===== src/rtl/shift_right_seq_if.sv =====
// Handshake and data bundle between the ALU controller and the sequential right shifter.
// Latency: none, wires only.
// Backpressure: none; the controller watches busy/done and only strobes start while the unit is idle or done.
interface shift_right_seq_if #(
  parameter int WIDTH = 4,
  parameter int AMT_W = 3
);
  logic             start;
  logic             arith;
  logic [WIDTH-1:0] n1;
  logic [AMT_W-1:0] amount;
  logic [WIDTH-1:0] result;
  logic             busy;
  logic             done;

  // Controller side: issues operations and observes completion.
  modport master (
    output start, arith, n1, amount,
    input  result, busy, done
  );

  // Shifter side: accepts operations and reports completion.
  modport slave (
    input  start, arith, n1, amount,
    output result, busy, done
  );
endinterface


===== src/rtl/shift_right_seq.sv =====
// Sequential logical/arithmetic right shifter, one bit position per clock.
// Latency: min(amount, WIDTH) + 1 cycles from accepted start to the done pulse.
// Backpressure: start is ignored while busy; a start in the done cycle is accepted back-to-back.
module shift_right_seq #(
  parameter int WIDTH = 4,
  parameter int AMT_W = 3
) (
  input  logic              clk,
  input  logic              rst_n,
  shift_right_seq_if.slave  bus
);

  typedef enum logic [1:0] {
    S_IDLE  = 2'd0,
    S_SHIFT = 2'd1,
    S_DONE  = 2'd2
  } state_t;

  // Shift distances at or beyond WIDTH saturate to exactly WIDTH steps.
  localparam logic [AMT_W-1:0] WIDTH_AMT = AMT_W'(WIDTH);

  state_t           state_q, state_d;
  logic [WIDTH-1:0] data_q,  data_d;
  logic             mode_q,  mode_d;
  logic [AMT_W-1:0] count_q, count_d;
  logic             done_q,  done_d;

  logic             fill;
  logic             busy_w;

  // State and datapath registers; reset discards any operation in flight.
  always_ff @(posedge clk or negedge rst_n) begin
    if (!rst_n) begin
      state_q <= S_IDLE;
      data_q  <= '0;
      mode_q  <= 1'b0;
      count_q <= '0;
      done_q  <= 1'b0;
    end else begin
      state_q <= state_d;
      data_q  <= data_d;
      mode_q  <= mode_d;
      count_q <= count_d;
      done_q  <= done_d;
    end
  end

  // Next-state decode: load from IDLE/DONE, shift until the counter runs out, then DONE.
  always_comb begin
    state_d = state_q;
    case (state_q)
      S_IDLE:  state_d = bus.start ? S_SHIFT : S_IDLE;
      S_SHIFT: state_d = (count_q == '0) ? S_DONE : S_SHIFT;
      S_DONE:  state_d = bus.start ? S_SHIFT : S_IDLE;
      default: state_d = S_IDLE;
    endcase
  end

  // Datapath: load operands on an accepted start, otherwise shift one position per SHIFT cycle.
  always_comb begin
    data_d  = data_q;
    mode_d  = mode_q;
    count_d = count_q;
    fill    = mode_q & data_q[WIDTH-1];
    // done is registered so it is asserted for exactly the cycle spent in DONE.
    done_d  = (state_q == S_SHIFT) && (count_q == '0);
    case (state_q)
      S_IDLE, S_DONE: begin
        if (bus.start) begin
          data_d  = bus.n1;
          mode_d  = bus.arith;
          count_d = (bus.amount >= WIDTH_AMT) ? WIDTH_AMT : bus.amount;
        end
      end
      S_SHIFT: begin
        if (count_q != '0) begin
          data_d  = {fill, data_q[WIDTH-1:1]};
          count_d = count_q - AMT_W'(1);
        end
      end
      default: begin
        data_d = data_q;
      end
    endcase
  end

  // Outputs come straight from registers; no input reaches an output combinationally.
  always_comb begin
    busy_w = (state_q == S_SHIFT);
  end

  assign bus.busy   = busy_w;
  assign bus.done   = done_q;
  assign bus.result = data_q;

endmodule


===== src/flat_wrapper.sv =====
// flat-port wrapper written by rule: the top's interface ports become plain ports
module shift_right_seq_flat 
#(
  parameter int WIDTH = 4,
  parameter int AMT_W = 3
)
  (clk, rst_n, bus_start, bus_arith, bus_n1, bus_amount, bus_result, bus_busy, bus_done);
  shift_right_seq_if #(.WIDTH(WIDTH), .AMT_W(AMT_W)) bus_i ();
  input  logic clk;
  input  logic rst_n;
  input wire logic [$bits(bus_i.start)-1:0] bus_start;
  input wire logic [$bits(bus_i.arith)-1:0] bus_arith;
  input wire logic [$bits(bus_i.n1)-1:0] bus_n1;
  input wire logic [$bits(bus_i.amount)-1:0] bus_amount;
  output wire logic [$bits(bus_i.result)-1:0] bus_result;
  output wire logic [$bits(bus_i.busy)-1:0] bus_busy;
  output wire logic [$bits(bus_i.done)-1:0] bus_done;
  assign bus_i.start = bus_start;
  assign bus_i.arith = bus_arith;
  assign bus_i.n1 = bus_n1;
  assign bus_i.amount = bus_amount;
  assign bus_result = bus_i.result;
  assign bus_busy = bus_i.busy;
  assign bus_done = bus_i.done;
  shift_right_seq #(.WIDTH(WIDTH), .AMT_W(AMT_W)) u_core (.clk(clk), .rst_n(rst_n), .bus(bus_i));
endmodule

===== config.mk =====
export PLATFORM = sky130hd
export DESIGN_NAME = shift_right_seq_flat
export DESIGN_NICKNAME = d
export VERILOG_FILES = /design/src/rtl/shift_right_seq_if.sv /design/src/rtl/shift_right_seq.sv /design/src/flat_wrapper.sv
export SDC_FILE = /design/constraint.sdc
export NUM_CORES = 1
export LEC_CHECK = 0
export BUFFER_PORTS_ARGS = -buffer_cell sky130_fd_sc_hd__buf_2
export CORE_AREA = 5 5 43 45
export CTS_CLUSTER_DIAMETER = 150
export CTS_CLUSTER_SIZE = 40
export DETAILED_ROUTE_END_ITERATION = 8
export DIE_AREA = 0 0 48 50
export PLACE_DENSITY = 0.77
export SYNTH_ARGS = -nofsm -noshare
export SYNTH_HDL_FRONTEND = slang
export SYNTH_SLANG_ARGS = --single-unit
export TNS_END_PERCENT = 5

===== constraint.sdc =====
create_clock -name clk -period 1.4 [get_ports clk]
set_clock_uncertainty 0.1 [all_clocks]
set_input_delay 0.07 -clock clk [delete_from_list [all_inputs] [get_ports clk]]
set_output_delay 0.07 -clock clk [all_outputs]
set_load 0.03 [all_outputs]

; ---- Word-level counts from Yosys, hierarchy flattened
; Cells that the tools add are included.
[op_classes]
n_eq_ne = 4
n_lt_le_gt_ge = 1
n_bitwise = 1
reduce_logical = 8
n_addsub = 1
n_mux = 10
[op_table]
columns = operator, n
row1 = 2-to-1 mux 3 bit, 3
row2 = 2-to-1 mux 4 bit, 2
row3 = case mux 4 bit (2 select lines), 1
row4 = case mux 3 bit (2 select lines), 1
row5 = "inequality test 2 x 1 -> 1 bit, second input constant", 2
row6 = case mux 2 bit (2 select lines), 1
row7 = "greater-or-equal comparator 3 bit, second input constant", 1
row8 = zero test 3 bit, 1
row9 = AND reduction 3 bit, 1
row10 = nonzero test 3 bit, 1
row11 = "subtractor 3 x 1 -> 3 bit, second input constant", 1
row12 = "== test 2 x 1 -> 1 bit, second input constant", 1
row13 = "== test 2 bit, second input constant", 1
row14 = zero test 2 bit, 1
row15 = 2-to-1 mux 2 bit, 1
row16 = AND reduction 2 bit, 1
row17 = nonzero test 2 bit, 1
row18 = OR reduction 2 bit, 1
row19 = bitwise AND 1 bit, 1
row20 = logical AND 1 bit, 1
row21 = 2-to-1 mux 1 bit, 1
[totals]
reg_bits = 11
word_cells = 30
inputBits = 11
output_inout_bits = 6

; ---- Longest topological paths before layout
[logic_depth]
ltp_word = 4
depth_mapped = 6
ltp_nobuf = 5

; ---- Worst setup path after synthesis
; OpenSTA, ideal clock, no wires.
[synth_timing]
path_type = register -> register
start = reg u_core.count_q[0]
end = reg u_core.data_q[0] (netlist: u_core.bus.result[0])
path_slack_ns = -0.147
n_path_buf = 1
t_arrival_ns = 1.322
stages_incl_launch_ff = 7
setup_ns = 0.125
required_time_ns = 1.175
period_less_slack_ns = 1.547
path_cell_list = dfrtp_1 -> inv_1 -> ha_1 -> nand2b_1 -> a21o_1 -> buf_6 -> mux2_4
[synth_between]
elab_chain_len = 3
[synth_lines]
columns = item, line
row1 = start: declaration, shift_right_seq.sv:25  ; logic [AMT_W-1:0] count_q, count_d;
row2 = start signal: assignment, shift_right_seq.sv:43  ; count_q <= count_d;
row3 = nonzero test 3 bit, shift_right_seq.sv:76  ; if (count_q != '0) begin
row4 = inequality test 2 x 1 -> 1 bit (no line), -
row5 = AND reduction 3 bit (no line), -
row6 = end signal: assignment, shift_right_seq.sv:41  ; data_q <= data_d;
row7 = end: declaration, shift_right_seq.sv:23  ; logic [WIDTH-1:0] data_q, data_d;
; Every way passes these cells.
; A chain may end at the register's enable or synchronous reset.

; ---- Worst setup path after layout
[layout_timing]
start = reg u_core.count_q[1]
end = reg u_core.data_q[1] (netlist: u_core.bus.result[1])
; The elaborated chain is that of the path after synthesis.

==> metrics.md <==
| Metric | Value |
|---|---|
| Status | `finished, final reports clean` |
| Post-synthesis sequential area ratio | `48.5%` |
| Critical path buffers and inverters | `1` |
| Min Tclk post-route | `1.37 ns` |
| Xor/xnor cell area share of the yosys netlist | `1.54%` |
| Fmax achieved | `about 730 MHz` |
| Synth area leader | `dfrtp_1` |
| Final wirelength | `1.12 mm` |
| Hold Vio Cnt, Final | `0` |
| Crit path max-delay family | `flip-flops` |
| Core Footprint | `approximately 1400 um2` |
| Synth top cells by count | `dfrtp_1, inv_1, mux2_2` |
| Post-synthesis compound-gate area fraction | `under 10%` |
| CP Depth | `5` |
| Ant. Diodes | `0` |
| Root buf cell | `clkbuf_4` |
| Starting Density | `between 30% and 40%` |
| Post-synth EDFFs | `0` |
| Final layout net count | `roughly 90` |
| Hold Path Depth | `3` |
| Port bufs | `16` |
| Max_cap viols | `0` |
| Leak | `0.407 nW` |
| Syn-to-layout area delta | `43.6%` |
| CP Launch Type | `flip-flop` |
| RSZ-0062 raised after global routing | `true` |
| Count leader, synth | `dfrtp_1` |
| Clock sinks | `11` |
| Predominant post-synthesis flop cell | `dfrtp_1` |
| Layout filler cell count | `135` |
| Power Density | `2640 nW/um2` |
| Die area | `2400 um2` |
| Number of buffers created by CTS | `3` |
| Fin area | `816 um2` |
| FF-to-FF path depth | `5` |
| Final ANT Viol Nets | `0` |
| First-pass GRT wire length | `1.86 mm` |
| Antenna violations before repair | `0` |
| Total vias in the final route | `428` |
| CTS H-tree lvls | `1` |
| Postcts setup bufs | `0` |
| Clk Latency, worst-skew pair | `0.26 ns` |
| Gate Count Post-Synth | `46` |
| Die W | `48 um` |
| Top-area cell type share of the netlist area | `48.5%` |
| Mux share of post-synthesis cell area | `21.4%` |
| Simple-gate share of the synthesized area | `7.71%` |
| Grt total ovfl | `0` |
| Yosys Warn Count | `0` |
| Adder-Cell Fraction of Synth Area | `4.41%` |
| Syn Area/Cell | `12.3 um2` |
| Via-per-instance ratio | `4.70` |
| Critical Path AT | `1.43 ns` |
| Crit path max fanout | `4` |
| Drt drc | `0` |
| DP HPWL | `886 um` |
| Slowest cell on crit path | `dfrtp_1` |
| Placed Instance Area | `between 700 and 800 um2` |
| Routability cong. | `0.725` |
| Iteration-0 DRC count of the detailed router | `8` |
| # rows | `14` |
| Global Route Usage Sum | `10.8%` |
| Largest net degree at the start of global routing | `12` |
| Max_slew headroom | `83.7%` |
| Drt wl/cell | `12.3 um` |
| Chip height | `50 um` |
| Max-slew violation count | `0` |
| Final setup TNS | `0 ns` |
| Tcrit/Tclk final | `98.1%` |
| Top area cells in the synthesized netlist | `dfrtp_1, mux2_2, mux2_4` |
| Syn nets | `between 50 and 60` |
| Clock buffer depth | `2` |
| CTS tree | `done` |
| Final setup fails | `0` |
| Worst setup EP type | `flip-flop` |
| Vias in the first global route | `424` |
| Max VDD drop | `0.917 mV` |
| Hold Path Class | `in2reg` |
| IO Pins | `17` |
| Critical path cell sequence | `inv_2 -> ha_4 -> nand2b_4 -> a21o_4 -> mux2_4` |
| Fraction of registers with async set/reset | `between 90% and 100%` |
| Largest family of logic cells by synthesized area | `multiplexers` |
| Library cells used by synthesis | `19` |
| Critical Path RT | `roughly 1.5 ns` |
| Worst-Margin Slew | `about 0.25 ns` |
| Crit-path max cell delay | `0.37 ns` |
| Worst Path Class, Setup | `reg2reg` |
| Syn Std Cell Area | `568 um2` |
| #FFs+latches synth | `11` |
| Clock transition at the registers of the reported paths | `0.07 ns` |
| Share of cells above drive strength 1 | `57.3%` |
| Initial DRT Pass Iterations | `4` |
-- kinds of logic after synthesis --
kind of cell,count (synthesis)
adder cells (fa/ha/maj),2
flip-flops,11
buffers and inverters,8
multiplexers,10
XOR/XNOR,1
AO/OA/AOI/OAI,6
AND/OR/NAND/NOR,8
-- area by class of cell --
type,instances,area [um2],share of cell area [%]
tap,16,20.0,2.45
clock buffer,4,26.3,3.22
inverter,6,30.0,3.68
sequential,11,275,33.7
multi-input combinational,27,289,35.4
timing repair buffer,27,175,21.5
-- per-layer routing --
layer / part of all wire [%] / GRT usage [%]
met5: 0 / 0
met1: 43 / 15.0
met2: 48 / 16.1
met4: 1.5 / 2.69
met3: 7.3 / 3.27
-- registers in the layout (all words and copies together) (netlist names) --
| name | cells |
|---|---|
| u_core.bus.result | 4 |
| u_core.count_q | 3 |
| u_core.state_q | 2 |
| u_core.bus.done | 1 |
| u_core.mode_q | 1 |
-- timing repair --
action / 4_1_cts / 5_1_grt
hold endpoints to repair: 14 / 0
hold buffers: 4 / 0
resized for setup: 3 / 3
gates cloned: 0 / 0
setup endpoints to repair: 8 / 6
-- tightest hold or removal path, cell delays in order --
cell      delay (ns)
buf_2           0.09
nand2b_1        0.07
o221ai_2        0.09
-- path summary, 6_finish.rpt --
| check | to | start | slack [ns] |
|---|---|---|---|
| max | u_core.bus.result[1] | u_core.count_q[1] | 0.03 |
| min | u_core.count_q[0] | bus_amount[0] | 0.01 |
| max reg2reg | u_core.bus.result[1] | u_core.count_q[1] | 0.03 |
| min reg2reg | u_core.mode_q | u_core.mode_q | 0.42 |
| max in group asynchronous | u_core.count_q[2] | rst_n | 0.91 |
| min in group asynchronous | u_core.bus.result[0] | rst_n | 0.09 |
-- layout by cell type, fill, tap and decap left out, types with 2 or more instances in the layout --
cell type and n:
inv_1 3, dfrtp_1 11, mux2_2 5, buf_2 15
dlygate4sd3_1 4, clkbuf_4 4, mux2i_1 2, nand2b_1 2
mux2_4 3, inv_2 2, nand2b_4 2, buf_4 7
nor2_1 2
-- power by group --
group | leakage [nW] | internal (mW) | total (mW) | switching (mW)
Combinational | 0.257 | 0.710 | 1.36 | 0.653
Sequential | 0.135 | 0.476 | 0.574 | 0.0981
Clock | 0.0150 | 0.110 | 0.218 | 0.108
-- metrics by stage --
stage                     hold slack [ns]  instances  setup WS [ns]  util, %  power, mW
after floorplan                    -0.326         46        -0.0449        -       1.53
after global placement             -0.151         83        -0.0892     50.3       1.80
after detailed placement           -0.151         83         -0.137     50.3       1.85
after CTS                          0.0258         91         0.0140     56.0       2.14
after global routing               0.0387         91        -0.0103     56.8       2.30
final                             0.00992         91         0.0271     56.8       2.15
Note: power is estimated with default switching activity, not from simulation.
